===== config.mk =====
export PLATFORM = sky130hd
export DESIGN_NAME = mem_arbiter
export DESIGN_NICKNAME = d
export VERILOG_FILES = /design/src/rtl/mem_arbiter.sv
export SDC_FILE = /design/constraint.sdc
export NUM_CORES = 1
export LEC_CHECK = 0
export ABC_CLOCK_PERIOD_IN_PS = 1700
export CAP_MARGIN = 0
export CORE_ASPECT_RATIO = 0.7
export CORE_MARGIN = 2
export CORE_UTILIZATION = 40
export DETAILED_ROUTE_END_ITERATION = 10
export DONT_BUFFER_PORTS = 1
export HOLD_SLACK_MARGIN = 0.1
export SYNTH_ARGS = -nofsm -noshare
export SYNTH_HDL_FRONTEND = slang
export SYNTH_SLANG_ARGS = --single-unit

===== constraint.sdc =====
create_clock -name CLK -period 1.7 [get_ports CLK]
set_input_delay 0.255 -clock CLK [delete_from_list [all_inputs] [get_ports CLK]]
set_output_delay 0.255 -clock CLK [all_outputs]
set_load 0.1 [all_outputs]

===== src/rtl/mem_arbiter.sv =====
// Round-robin arbiter between instruction fetch and data access onto a single-ported,
// variable-latency RAM, with per-access timeout and halt-aware fetch gating.
module mem_arbiter #(
  parameter int ADDR_W  = 32,
  parameter int DATA_W  = 32,
  parameter int TIMEOUT = 16
) (
  input  logic                CLK,
  input  logic                RST,
  input  logic                halt,
  input  logic                iREN,
  input  logic [ADDR_W-1:0]   iaddr,
  input  logic                dREN,
  input  logic                dWEN,
  input  logic [ADDR_W-1:0]   daddr,
  input  logic [DATA_W-1:0]   dstore,
  input  logic [DATA_W/8-1:0] dben,
  output logic                ihit,
  output logic [DATA_W-1:0]   iload,
  output logic                dhit,
  output logic [DATA_W-1:0]   dload,
  output logic                err,
  output logic                busy,
  output logic                ramREN,
  output logic                ramWEN,
  output logic [ADDR_W-1:0]   ramaddr,
  output logic [DATA_W-1:0]   ramstore,
  output logic [DATA_W/8-1:0] ramben,
  input  logic                ramready,
  input  logic [DATA_W-1:0]   ramload
);

  localparam int BEN_W = DATA_W / 8;
  localparam int CNT_W = (TIMEOUT > 2) ? $clog2(TIMEOUT) : 1;
  localparam logic [CNT_W-1:0] CNT_LAST = CNT_W'(TIMEOUT - 1);

  typedef enum logic [1:0] {IDLE, IACC, DACC, RESP} state_t;
  typedef enum logic {GRANT_INSTR, GRANT_DATA} side_t;

  state_t              state_q, state_d;
  side_t               last_grant_q, last_grant_d;
  logic [CNT_W-1:0]    cnt_q, cnt_d;
  logic                ihit_q, ihit_d, dhit_q, dhit_d, err_q, err_d, busy_q, busy_d;
  logic [DATA_W-1:0]   iload_q, iload_d, dload_q, dload_d;
  logic                ram_ren_q, ram_ren_d, ram_wen_q, ram_wen_d;
  logic [ADDR_W-1:0]   ram_addr_q, ram_addr_d;
  logic [DATA_W-1:0]   ram_store_q, ram_store_d;
  logic [BEN_W-1:0]    ram_ben_q, ram_ben_d;
  logic                d_req, i_req, pick_data, timed_out;

  // The RAM-side registers double as the captured request, so nothing is re-sampled after grant.
  always_comb begin
    // NOTE: every combinational output gets a default first so no path can infer a latch.
    state_d      = state_q;
    last_grant_d = last_grant_q;
    cnt_d        = cnt_q;
    ihit_d       = 1'b0;
    dhit_d       = 1'b0;
    err_d        = 1'b0;
    iload_d      = iload_q;
    dload_d      = dload_q;
    ram_ren_d    = ram_ren_q;
    ram_wen_d    = ram_wen_q;
    ram_addr_d   = ram_addr_q;
    ram_store_d  = ram_store_q;
    ram_ben_d    = ram_ben_q;

    d_req     = dREN | dWEN;
    i_req     = iREN & ~halt;
    pick_data = d_req & (~i_req | (last_grant_q == GRANT_INSTR));
    timed_out = (cnt_q == CNT_LAST);

    case (state_q)
      IDLE: begin
        cnt_d = '0;
        if (pick_data) begin
          state_d      = DACC;
          last_grant_d = GRANT_DATA;
          ram_addr_d   = daddr;
          if (dWEN) begin
            ram_wen_d   = 1'b1;
            ram_store_d = dstore;
            ram_ben_d   = dben;
          end else begin
            ram_ren_d   = 1'b1;
            ram_store_d = '0;
            ram_ben_d   = '1;
          end
        end else if (i_req) begin
          state_d      = IACC;
          last_grant_d = GRANT_INSTR;
          ram_addr_d   = iaddr;
          ram_ren_d    = 1'b1;
          ram_store_d  = '0;
          ram_ben_d    = '1;
        end
      end
      IACC, DACC: begin
        if (ramready || timed_out) begin
          state_d   = RESP;
          cnt_d     = '0;
          ram_ren_d = 1'b0;
          ram_wen_d = 1'b0;
          err_d     = ~ramready;
          if (state_q == IACC) begin
            ihit_d  = 1'b1;
            iload_d = ramready ? ramload : '0;
          end else begin
            dhit_d = 1'b1;
            if (!ramready)      dload_d = '0;
            else if (!ram_wen_q) dload_d = ramload;
          end
        end else begin
          cnt_d = cnt_q + 1'b1;
        end
      end
      RESP: begin
        state_d = IDLE;
        cnt_d   = '0;
      end
      default: state_d = IDLE;
    endcase

    busy_d = (state_d != IDLE);
  end

  always_ff @(posedge CLK) begin
    // NOTE: state registers use non-blocking assignments so every flop samples pre-edge values.
    if (RST) begin
      state_q      <= IDLE;
      last_grant_q <= GRANT_INSTR;
      cnt_q        <= '0;
      ihit_q       <= 1'b0;
      dhit_q       <= 1'b0;
      err_q        <= 1'b0;
      busy_q       <= 1'b0;
      iload_q      <= '0;
      dload_q      <= '0;
      ram_ren_q    <= 1'b0;
      ram_wen_q    <= 1'b0;
      ram_addr_q   <= '0;
      ram_store_q  <= '0;
      ram_ben_q    <= '0;
    end else begin
      state_q      <= state_d;
      last_grant_q <= last_grant_d;
      cnt_q        <= cnt_d;
      ihit_q       <= ihit_d;
      dhit_q       <= dhit_d;
      err_q        <= err_d;
      busy_q       <= busy_d;
      iload_q      <= iload_d;
      dload_q      <= dload_d;
      ram_ren_q    <= ram_ren_d;
      ram_wen_q    <= ram_wen_d;
      ram_addr_q   <= ram_addr_d;
      ram_store_q  <= ram_store_d;
      ram_ben_q    <= ram_ben_d;
    end
  end

  assign ihit     = ihit_q;
  assign iload    = iload_q;
  assign dhit     = dhit_q;
  assign dload    = dload_q;
  assign err      = err_q;
  assign busy     = busy_q;
  assign ramREN   = ram_ren_q;
  assign ramWEN   = ram_wen_q;
  assign ramaddr  = ram_addr_q;
  assign ramstore = ram_store_q;
  assign ramben   = ram_ben_q;

endmodule


# Yosys cells after proc, flatten, opt, wreduce, memory -nomap -nowiden
# Cells that the tools add are included.
[word_totals]
wordCells = 78
reg_bits = 145
[op_classes]
add_sub_neg = 1
muxes = 29
reduce_logical = 13
eq_ne = 10
n_bitwise = 11
[ops]
columns = ["cell", "count"]
rows = [
  ["2-to-1 mux 32 bit", 8],
  ["2-to-1 mux 4 bit", 4],
  ["AND reduction 4 bit", 3],
  ["2-to-1 mux 1 bit", 10],
  ["inequality test 2 bit (second input constant)", 4],
  ["one-hot mux 4 bit (2 select lines)", 1],
  ["inverter 1 bit", 7],
  ["2-to-1 mux 2 bit", 3],
  ["inequality test 3 bit (second input constant)", 2],
  ["one-hot mux 2 bit (3 select lines)", 1],
  ["nonzero test 2 bit", 3],
  ["adder 4 x 1 -> 4 bit (second input constant)", 1],
  ["equality test 2 bit (second input constant)", 2],
  ["equality test 4 bit (second input constant)", 1],
  ["one-hot mux 1 bit (2 select lines)", 2],
  ["OR reduction 2 bit", 2],
  ["AND reduction 3 bit", 1],
  ["OR reduction 3 bit", 1],
  ["AND 1 bit", 2],
  ["equality test 2 x 1 -> 1 bit (second input constant)", 1],
  ["zero test 2 bit", 1],
  ["OR 1 bit", 2],
  ["AND reduction 2 bit", 1],
  ["logical OR 1 bit", 1],
]

# Longest topological paths before layout
[depth]
depth_word = 8
mapped_depth = 9
mapped_depth_nobuf = 6

# Worst setup path before layout
# No wires, ideal clock.
[synth_timing]
path_type = "register to register"
start = "register ram_wen_q, in the netlist ramWEN"
end = "register dload_q[2], in the netlist dload[2]"
path_stages_with_launch = 7
period_less_slack_ns = 1.842
setup_time_ns = 0.132
t_arrival_ns = 1.710
n_path_buf = 2
path_slack_ns = -0.142
cell_sequence = "dfxtp_1 > a21oi_1 > and3_1 > buf_2 > buf_6 > nand3_1 > a21oi_1"
[synth_via]
elab_chain_cells = 2
[synth_rtl]
columns = ["element", "line", "rtl"]
rows = [
  ["from (decl)", "45", "logic ram_ren_q, ram_ren_d, ram_wen_q, ram_wen_d;"],
  ["from (signal assigned)", "155", "ram_wen_q <= ram_wen_d;"],
  ["inequality test 2 bit (no line)", "-", ""],
  ["AND reduction 4 bit (no line)", "-", ""],
  ["to (signal assigned)", "153", "dload_q <= dload_d;"],
  ["to (decl)", "44", "logic [DATA_W-1:0] iload_q, iload_d, dload_q, dload_d;"],
]
# No other way between the ends.
# A chain may end at the register's enable or synchronous reset.

# Worst setup path in the final report
[layout_timing]
start = "register state_q[1]"
end = "register dload_q[15], in the netlist dload[15]"
[layout_via]
elab_chain_cells = 3
[layout_rtl]
columns = ["element", "line", "rtl"]
rows = [
  ["from (decl)", "40", "state_t state_q, state_d;"],
  ["from (signal assigned)", "145", "state_q <= state_d;"],
  ["equality test 2 x 1 -> 1 bit / equality test 2 bit (equally long branches)", "73, 105", ""],
  ["OR reduction 2 bit / inverter 1 bit (equally long branches)", "-", ""],
  ["AND reduction 4 bit (no line) *", "-", ""],
]
# Mark *: on every way between the ends. The rest lies on a longest branch, timed or not.

==> results by group <==
Power and ir drop
  – Tot Pwr: 11.3 mW
  – Leak pwr: 3.04 nW
  – VDD IR max: 0.000827 V
  – Pwr dens: 1490 nW/um2

Setup path
  – Crit path DAT: 1.92 ns
  – Slowest stage delay, CP: 0.32 ns
  – Worst r2r path cells: 7
  – Reg-to-Reg Start: state_q[1]$_SDFF_PP0_
  – CP endpoint kind: register
  – Crit Path Class: reg -> reg
  – CP most frequent cell: a21oi_1
  – Worst Path Required: 2.04 ns
  – CP Launch Point: state_q[1]$_SDFF_PP0_
  – Critical Path Source Type: register
  – CP cell instances: inv_1, ha_1, a21oi_1, and3_4, buf_12, nand3_1, a21oi_1
  – Max stage delay cell, worst path: dfxtp_1
  – Worst reg-to-reg setup slack: 0.12 ns
  – Worst flop-to-flop path endpoint: dload[15]$_SDFFE_PP0P_
  – CP max FO: 16

Logic synthesis
  – Synth cell count leaders: dfxtp_1 (145), nor2_1 (79), a21oi_1 (67), nand2_1 (66), nand3_1 (38)
  – Asr flop ratio synth: 0%
  – Ys flop type: dfxtp_1
  – Number of flops mapped to enable cells by yosys: 0
  – Top cells by area, synth: dfxtp_1 (51%), a21oi_1 (5.9%), mux2i_1 (5.6%)
  – Register area share after synthesis: 50.6%
  – Mapped Cells: 622
  – Synth Register Bits: 145
  – Synth top area share: 50.6%
  – Mapped Nets: 764
  – Post-Syn Area: 5730 um2
  – Syn Area/Cell: 9.22 um2
  – Ys Warns: 0
  – Netlist cell types: 40
  – Count leader, synth: dfxtp_1
  – Post-synth top area cell: dfxtp_1

STA
  – RSZ-0062 raised after global routing: false
  – Slew HR: 76.7%
  – Clk_skew: 0.00855 ns
  – Crit path time final: 1.58 ns
  – Endpoints failing hold: 102
  – Fin worst setup slack: 0.124 ns
  – Worst Hold Slack: -0.0922 ns
  – Final worst-path cycle share: 92.7%
  – Fin. max-slew vios: 0
  – Worst slew pin tran: 0.349 ns
  – Setup violations, final: 0
  – F_max: 635 MHz
  – Setup tns final: 0 ns

Route
  – Residual DRC count: 0
  – DRT Pass-1 Iters: 5
  – Routed wire per std cell: 17.4 um
  – Vias post-DR: 5095
  – 1st-iter DRT viols: 287
  – Vias/cell: 5.43
  – WL final: 16.4 mm
  – Antenna Violating Nets Remaining: 0

CTS
  – Max clock buf depth: 2
  – Htree depth: 4
  – Hold-fix buffers at CTS: 2
  – CTS root buf: clkbuf_16
  – Clock latency on the worst-skew pair: 0.42 ns
  – TritonCTS Buffers: 17
  – Clock-pin slew on the worst setup and hold paths: 0.06 ns
  – Setup Fix Bufs, Post-CTS: 0
  – CTS tree: yes
  – Sink Count: 145

Global route
  – Gr ovfl total: 0
  – Global Route Usage Sum: 20.8%
  – Initial antenna violation count: 0
  – Largest net degree at the start of global routing: 143
  – Vias in the first global route: 5027
  – Global-route wire length before repair: 25.5 mm

Min path
  – Min-Delay Path Class: in -> reg
  – Hold path depth: 1
  – WHS Endpoint: ramaddr[11]$_SDFFE_PP0P_
  – Critical hold path startpoint: RST

Floorplan
  – Chip height: 104 um
  – Die area: 15300 um2
  – Num ports: 277
  – Die Wd: 147 um
  – Initial core utilization: 41.0%
  – Core footprint: 14000 um2
  – Row cnt: 36

Cells and area
  – Register Area: 2900 um2
  – Post-route cell area: 7580 um2
  – Ratio of cells with drive above 1 in the final layout: 29.1%
  – Number of diodes: 0
  – Fillers: 1264
  – Non-Filler Instances: 939
  – Final core utilization: 54.3%
  – Syn-to-layout area delta: 32.2%
  – Multi-input gate area: 2510 um2
  – Final nets: 878

Run
  – Max cap viols: 0

Place
  – Port buffer count: 0
  – Post-Place Cell Area: 6890 um2
  – Placed Cells: 904
  – Placer Congestion: 0.779
  – DP Wirelength: 11.2 mm
  – DP Worst Slack: 0.0230 ns

Outcome
  – Violated checks: hold timing
  – Status: complete, but fails checks
==> routing by layer <==
layer  GRT usage (%)  wire (um)
met3            7.94       1620
met4            8.72        333
met1            24.2       6470
met5               0          0
met2            34.5       7920
==> kinds of logic after synthesis <==
family	Yosys count	synth area share, %
AO/OA/AOI/OAI	148	18.7
XOR/XNOR	2	0.306
adder cells (fa/ha/maj)	3	0.655
buffers and inverters	66	6.13
flip-flops	145	50.6
multiplexers	32	5.59
AND/OR/NAND/NOR	226	18.0
==> state kept, by name, indices dropped and copies added, names as in the netlist, 2 cells and up <==
name,cells
dload,32
iload,32
ramaddr,32
ramstore,32
ramben,4
state_q,2
cnt_q,4
==> power by group <==
| part | switching [mW] | total [mW] | internal (mW) |
|---|---|---|---|
| Clock | 1.45 | 3.78 | 2.33 |
| Combinational | 2.87 | 3.73 | 0.861 |
| Sequential | 0.126 | 3.81 | 3.69 |
==> timing repair <==
| action | CTS | global route |
|---|---|---|
| hold endpoints to repair | 140 | 140 |
| pin swaps | 0 | 0 |
| setup endpoints to repair | 1 | 118 |
| gates resized for setup | 0 | 5 |
| gates cloned | 0 | 1 |
==> cell type report <==
type                            count  share of cell area, %
Inverter                            6                  0.297
Timing Repair Buffer              155                   17.1
Clock inverter                     10                   1.63
Tap cell                          190                   3.14
Clock buffer                       22                   6.39
Multi-Input combinational cell    411                   33.1
Sequential cell                   145                   38.3
==> worst max-delay path by stage <==
stage	to	cells after the start	slack [ns]
floorplan	dload[2]$_SDFFE_PP0P_	6	0.19
global placement	ramaddr[29]$_SDFFE_PP0P_	6	0.14
detailed placement	busy$_SDFF_PP0_	6	0.02
CTS	iload[12]$_SDFFE_PP0P_	5	-0.0005
global route	dload[25]$_SDFFE_PP0P_	7	0.005
finish	dload[15]$_SDFFE_PP0P_	7	0.12
==> cells in the final DEF, fill, tap and decap left out, drive strengths merged, types with 2 or more instances in the layout <==
cell	count
buf	153
dfxtp	145
nor2	79
a21oi	67
nand2	66
nand3	39
nand4	33
a22oi	33
mux2i	32
a211oi	32
clkbuf	23
inv	8
o22ai	5
clkinv	4
nor3	3
ha	3
o21ai	3
bufinv	2
clkinvlp	2
==> worst max-delay path, delay by kind of cell, from the launching register on <==
family                     cells  cell delay, ns
and+or+nand+nor                2            0.33
adders and majority gates      1            0.24
DFF                            1            0.32
AOI/OAI and AO/OA              2            0.36
buffers and inverters          2            0.25
(Power assumes the default switching activity.)
==> RTL change 1: new RTL, same settings <==
The parameter `DATA_W` goes from 32 to 16.
--- a/src/rtl/mem_arbiter.sv
+++ b/src/rtl/mem_arbiter.sv
@@ -2,7 +2,7 @@
 // variable-latency RAM, with per-access timeout and halt-aware fetch gating.
 module mem_arbiter #(
   parameter int ADDR_W  = 32,
-  parameter int DATA_W  = 32,
+  parameter int DATA_W  = 16,
   parameter int TIMEOUT = 16
 ) (
   input  logic                CLK,
Ports: changed (7 resized); port bits go from 277 to 193. The function was not compared with the original's and may differ.
==> RTL change 1 against the original RTL <==
- worst setup slack worse by 18 ps
- area after synthesis is 33% lower
- total power is 26% lower
- synthesized cell count is 32% lower
- routed wire length is 38% lower
- critical path type unchanged
- sequential cell count is 50 lower
- final area is 30% lower
- sequential power is 30% lower
- die area is 32% lower
- utilization is 3.1 points higher
- largest cell class unchanged
==> RTL change 1: results (changes against the original RTL) <==
GRT
  • Largest net degree at the start of global routing: 67 (-53%)
  • All-layer global routing usage: 0.196 (-0.0123)

Detailed routing
  • Drt wl/cell: 15.4 um (-11%)
  • DR vias: 3491 (-31%)
  • Drt total wl: 10200 um (-38%)

Setup path
  • Cell family with most CP delay: adder cells
  • R2r setup slk: 110 ps (-20 ps)
  • Slowest-stage cell, CP: ha_2
  • Slowest stage delay, CP: 350 ps (+30 ps)

Final layout
  • Clk_buf instances: 10 (-55%)
  • Nets: 640 (-27%)
  • Comb_multi_in: 280 (-32%)
  • Nonclk buf count: 139 (-10%)
  • Seq Cell Count: 95 (-34%)

Worst hold path
  • Min-delay src: ramready

Clocking
  • Total CTS buffers: 9 (-8)
  • CTS H-tree lvls: 3 (-1)

Yosys
  • XOR/XNOR Fraction of Synth Area: 0.00459 (+0.00153)
  • Synth Area in Compound Gates: 0.209 (+0.0221)
  • Avg Cell Area, Syn: 9.09 sq um (-1.3%)
  • Adder-Cell Fraction of Synth Area: 0.00983 (+0.00328)

Place
  • DP HPWL: 6880 um (-39%)
  • Post-Place Cell Area: 4590 sq um (-33%)
  • Dpl ws: 130 ps (+108 ps)

Timing
  • Final period utilization: 0.938 (+0.0106)
  • Worst Skew: 6.54 ps (-2.01 ps)

Status
  • Outcome: finished, final reports clean

Pwr
  • Leak pwr: 2.16 nW (-29%)
==> RTL change 1: power groups by stage <==
stage | combinational [mW] | clock (mW) | sequential, mW
2_1_floorplan | 0.900 | 0 | 4.68
3_3_place_gp | 3.56 | 0 | 2.69
3_5_place_dp | 3.60 | 0 | 2.70
4_1_cts | 3.71 | 2.01 | 2.65
5_1_grt | 3.92 | 2.11 | 2.68
6_report | 3.74 | 1.95 | 2.65
==> RTL change 1: per-layer routing <==
layer / vias up / GRT usage / wire (um)
met5: - / 0 / 0
met4: 0 / 0.0803 / 158
met3: 15 / 0.0618 / 800
met2: 144 / 0.326 / 5020
met1: 1608 / 0.237 / 4220
li1: 1724 / - / -
==> RTL change 1: what timing repair did <==
item	4_1_cts	5_1_grt
setup endpoints to repair	0	63
endpoints found under the hold margin	55	0
hold buffers	36	0
resized for setup	0	4
==> RTL change 2: new RTL, config.mk and constraints unchanged <==
Without the edit above. Encoding of `state_t`: now one-hot (4 bits for 4 states).
--- a/src/rtl/mem_arbiter.sv
+++ b/src/rtl/mem_arbiter.sv
@@ -34,7 +34,7 @@
   localparam int CNT_W = (TIMEOUT > 2) ? $clog2(TIMEOUT) : 1;
   localparam logic [CNT_W-1:0] CNT_LAST = CNT_W'(TIMEOUT - 1);
 
-  typedef enum logic [1:0] {IDLE, IACC, DACC, RESP} state_t;
+  typedef enum logic [3:0] {IDLE = 4'b0001, IACC = 4'b0010, DACC = 4'b0100, RESP = 4'b1000} state_t;
   typedef enum logic {GRANT_INSTR, GRANT_DATA} side_t;
 
   state_t              state_q, state_d;
Behaviour: same outputs for any inputs over 4 cycles, from zero or initial values and one cycle with RST high; so few cycles prove little.
==> RTL change 2 against the original RTL <==
- final area rose by 8.2%
- first-iteration DRC count is 8.0% lower
- sequential cell count grew 2
- combinational power down 12%
- the run still ends with negative hold slack left
- routed wire length grew 0.11%
- worst setup slack got worse by 60 ps
- total power down 3.2%
- area after synthesis shrank 3.4%
==> RTL change 2: results (changes against the original RTL) <==
Pwr
  • Comb power frac: 0.301 (-0.029)
  • Net Sw Frac: 0.379 (-0.0134)
  • Max VDD drop: 0.960 mV (+16%)
  • Power share of the clock group: 0.349 (+0.015)

Timing
  • Slew HR: 0.749 (-0.0177)
  • WHS: -79.8 ps (+12.4 ps)
  • Worst Skew: 10.2 ps (+1.65 ps)
  • Final hold violation count: 70 (-31%)

Setup path
  • Cell family with most CP delay: simple AND/OR/NAND/NOR gates
  • R2r setup slk: 60 ps (-60 ps)
  • R2R cell count: 6 (-1)
  • Crit path launch: state_q[3]
  • Worst reg2reg path endpoint: ramstore[1]
  • Slowest stage delay, CP: 370 ps (+50 ps)
  • CP arrival: 1990 ps (+70 ps)

GRT
  • Largest net degree at the start of global routing: 86 (-40%)
  • First-pass GRT wire length: 24100 um (-5.5%)
  • Vias in the first global route: 4777 (-5.0%)

Worst hold path
  • Hold path endpoint: dload[27]

Yosys
  • Post-synth cell types: 43 (+7.5%)
  • Post-Syn Nets: 666 (-13%)
  • Synth top cells by count: dfxtp_1 (147), a22o_1 (64), nor2_1 (47)
  • Synth area leaders: dfxtp_1 (53%), a22o_1 (10%), a211oi_2 (7.2%)
  • Synth Area in Compound Gates: 0.233 (+0.0468)
  • Adder-Cell Fraction of Synth Area: 0.00226 (-0.00429)
  • XOR/XNOR Fraction of Synth Area: 0.00158 (-0.00147)
  • Mux cell area share after synthesis: 0.0578 (+0.00196)

Status
  • Failing checks: negative hold slack
  • Outcome: complete, but fails checks

Detailed routing
  • Drt pass-1 iters: 4 (-1)
  • Drt wl/cell: 17.7 um (+1.8%)

Place
  • Dpl ws: 49.4 ps (+26.4 ps)

Final layout
  • Number of fill cells: 1054 (-17%)
  • Nets: 865 (-1.5%)
  • Layout cells sized above 1: 0.331 (+0.0396)
RTL change 2: cell count changes after synthesis, moves of 5 or more:
cell | before | now
a211oi_1 | 12 | 1
a22oi_1 | 33 | 2
nand3b_1 | 0 | 5
nand2_1 | 66 | 37
a211oi_2 | 20 | 32
nor2_1 | 79 | 47
a22o_1 | 0 | 64
buf_2 | 23 | 16
a21oi_1 | 67 | 33
nor3_1 | 2 | 8
nand4_1 | 33 | 1
RTL change 2: per-layer routing:
metal / global-route usage / share of wire / vias up
met1: 0.246 / 0.41 / 2299
met4: 0.0814 / 0.023 / 0
li1: - / - / 2318
met2: 0.349 / 0.49 / 213
met5: 0 / 0 / -
met3: 0.0637 / 0.083 / 30
RTL change 2: what timing repair did:
item                                    in CTS  in global routing
endpoints found under the setup margin       0                 85
endpoints found under the hold margin      144                 78
setup buffers                                0                  1
resized for setup                            0                 13
RTL change 2: area by class of cell:
class | instances | share of cell area
flip-flops and latches | 147 | 0.360
multi-input cells | 329 | 0.289
repair buffers | 227 | 0.246
clock buffers | 17 | 0.0519
well taps | 185 | 0.0282
clock inverters | 15 | 0.0235
inverters | 3 | 0.00137
RTL change 2: stage by stage:
step	power, mW	utilization	std cells	hold WS (ps)
floorplan	6.46	-	526	388
global placement	6.93	0.510	823	333
detailed placement	6.99	0.510	823	337
CTS	11.0	0.606	920	-103
global route	11.3	0.614	923	-98.0
finish	11.0	0.614	923	-79.8
RTL change 2: logic make-up (layout without fill, tap and decap cells):
group	Yosys count	after routing
XOR/XNOR	1	1
AND/OR/NAND/NOR	144	144
adder cells (fa/ha/maj)	1	1
flip-flops	147	147
AO/OA/AOI/OAI	151	151
buffers and inverters	50	262
multiplexers	32	32
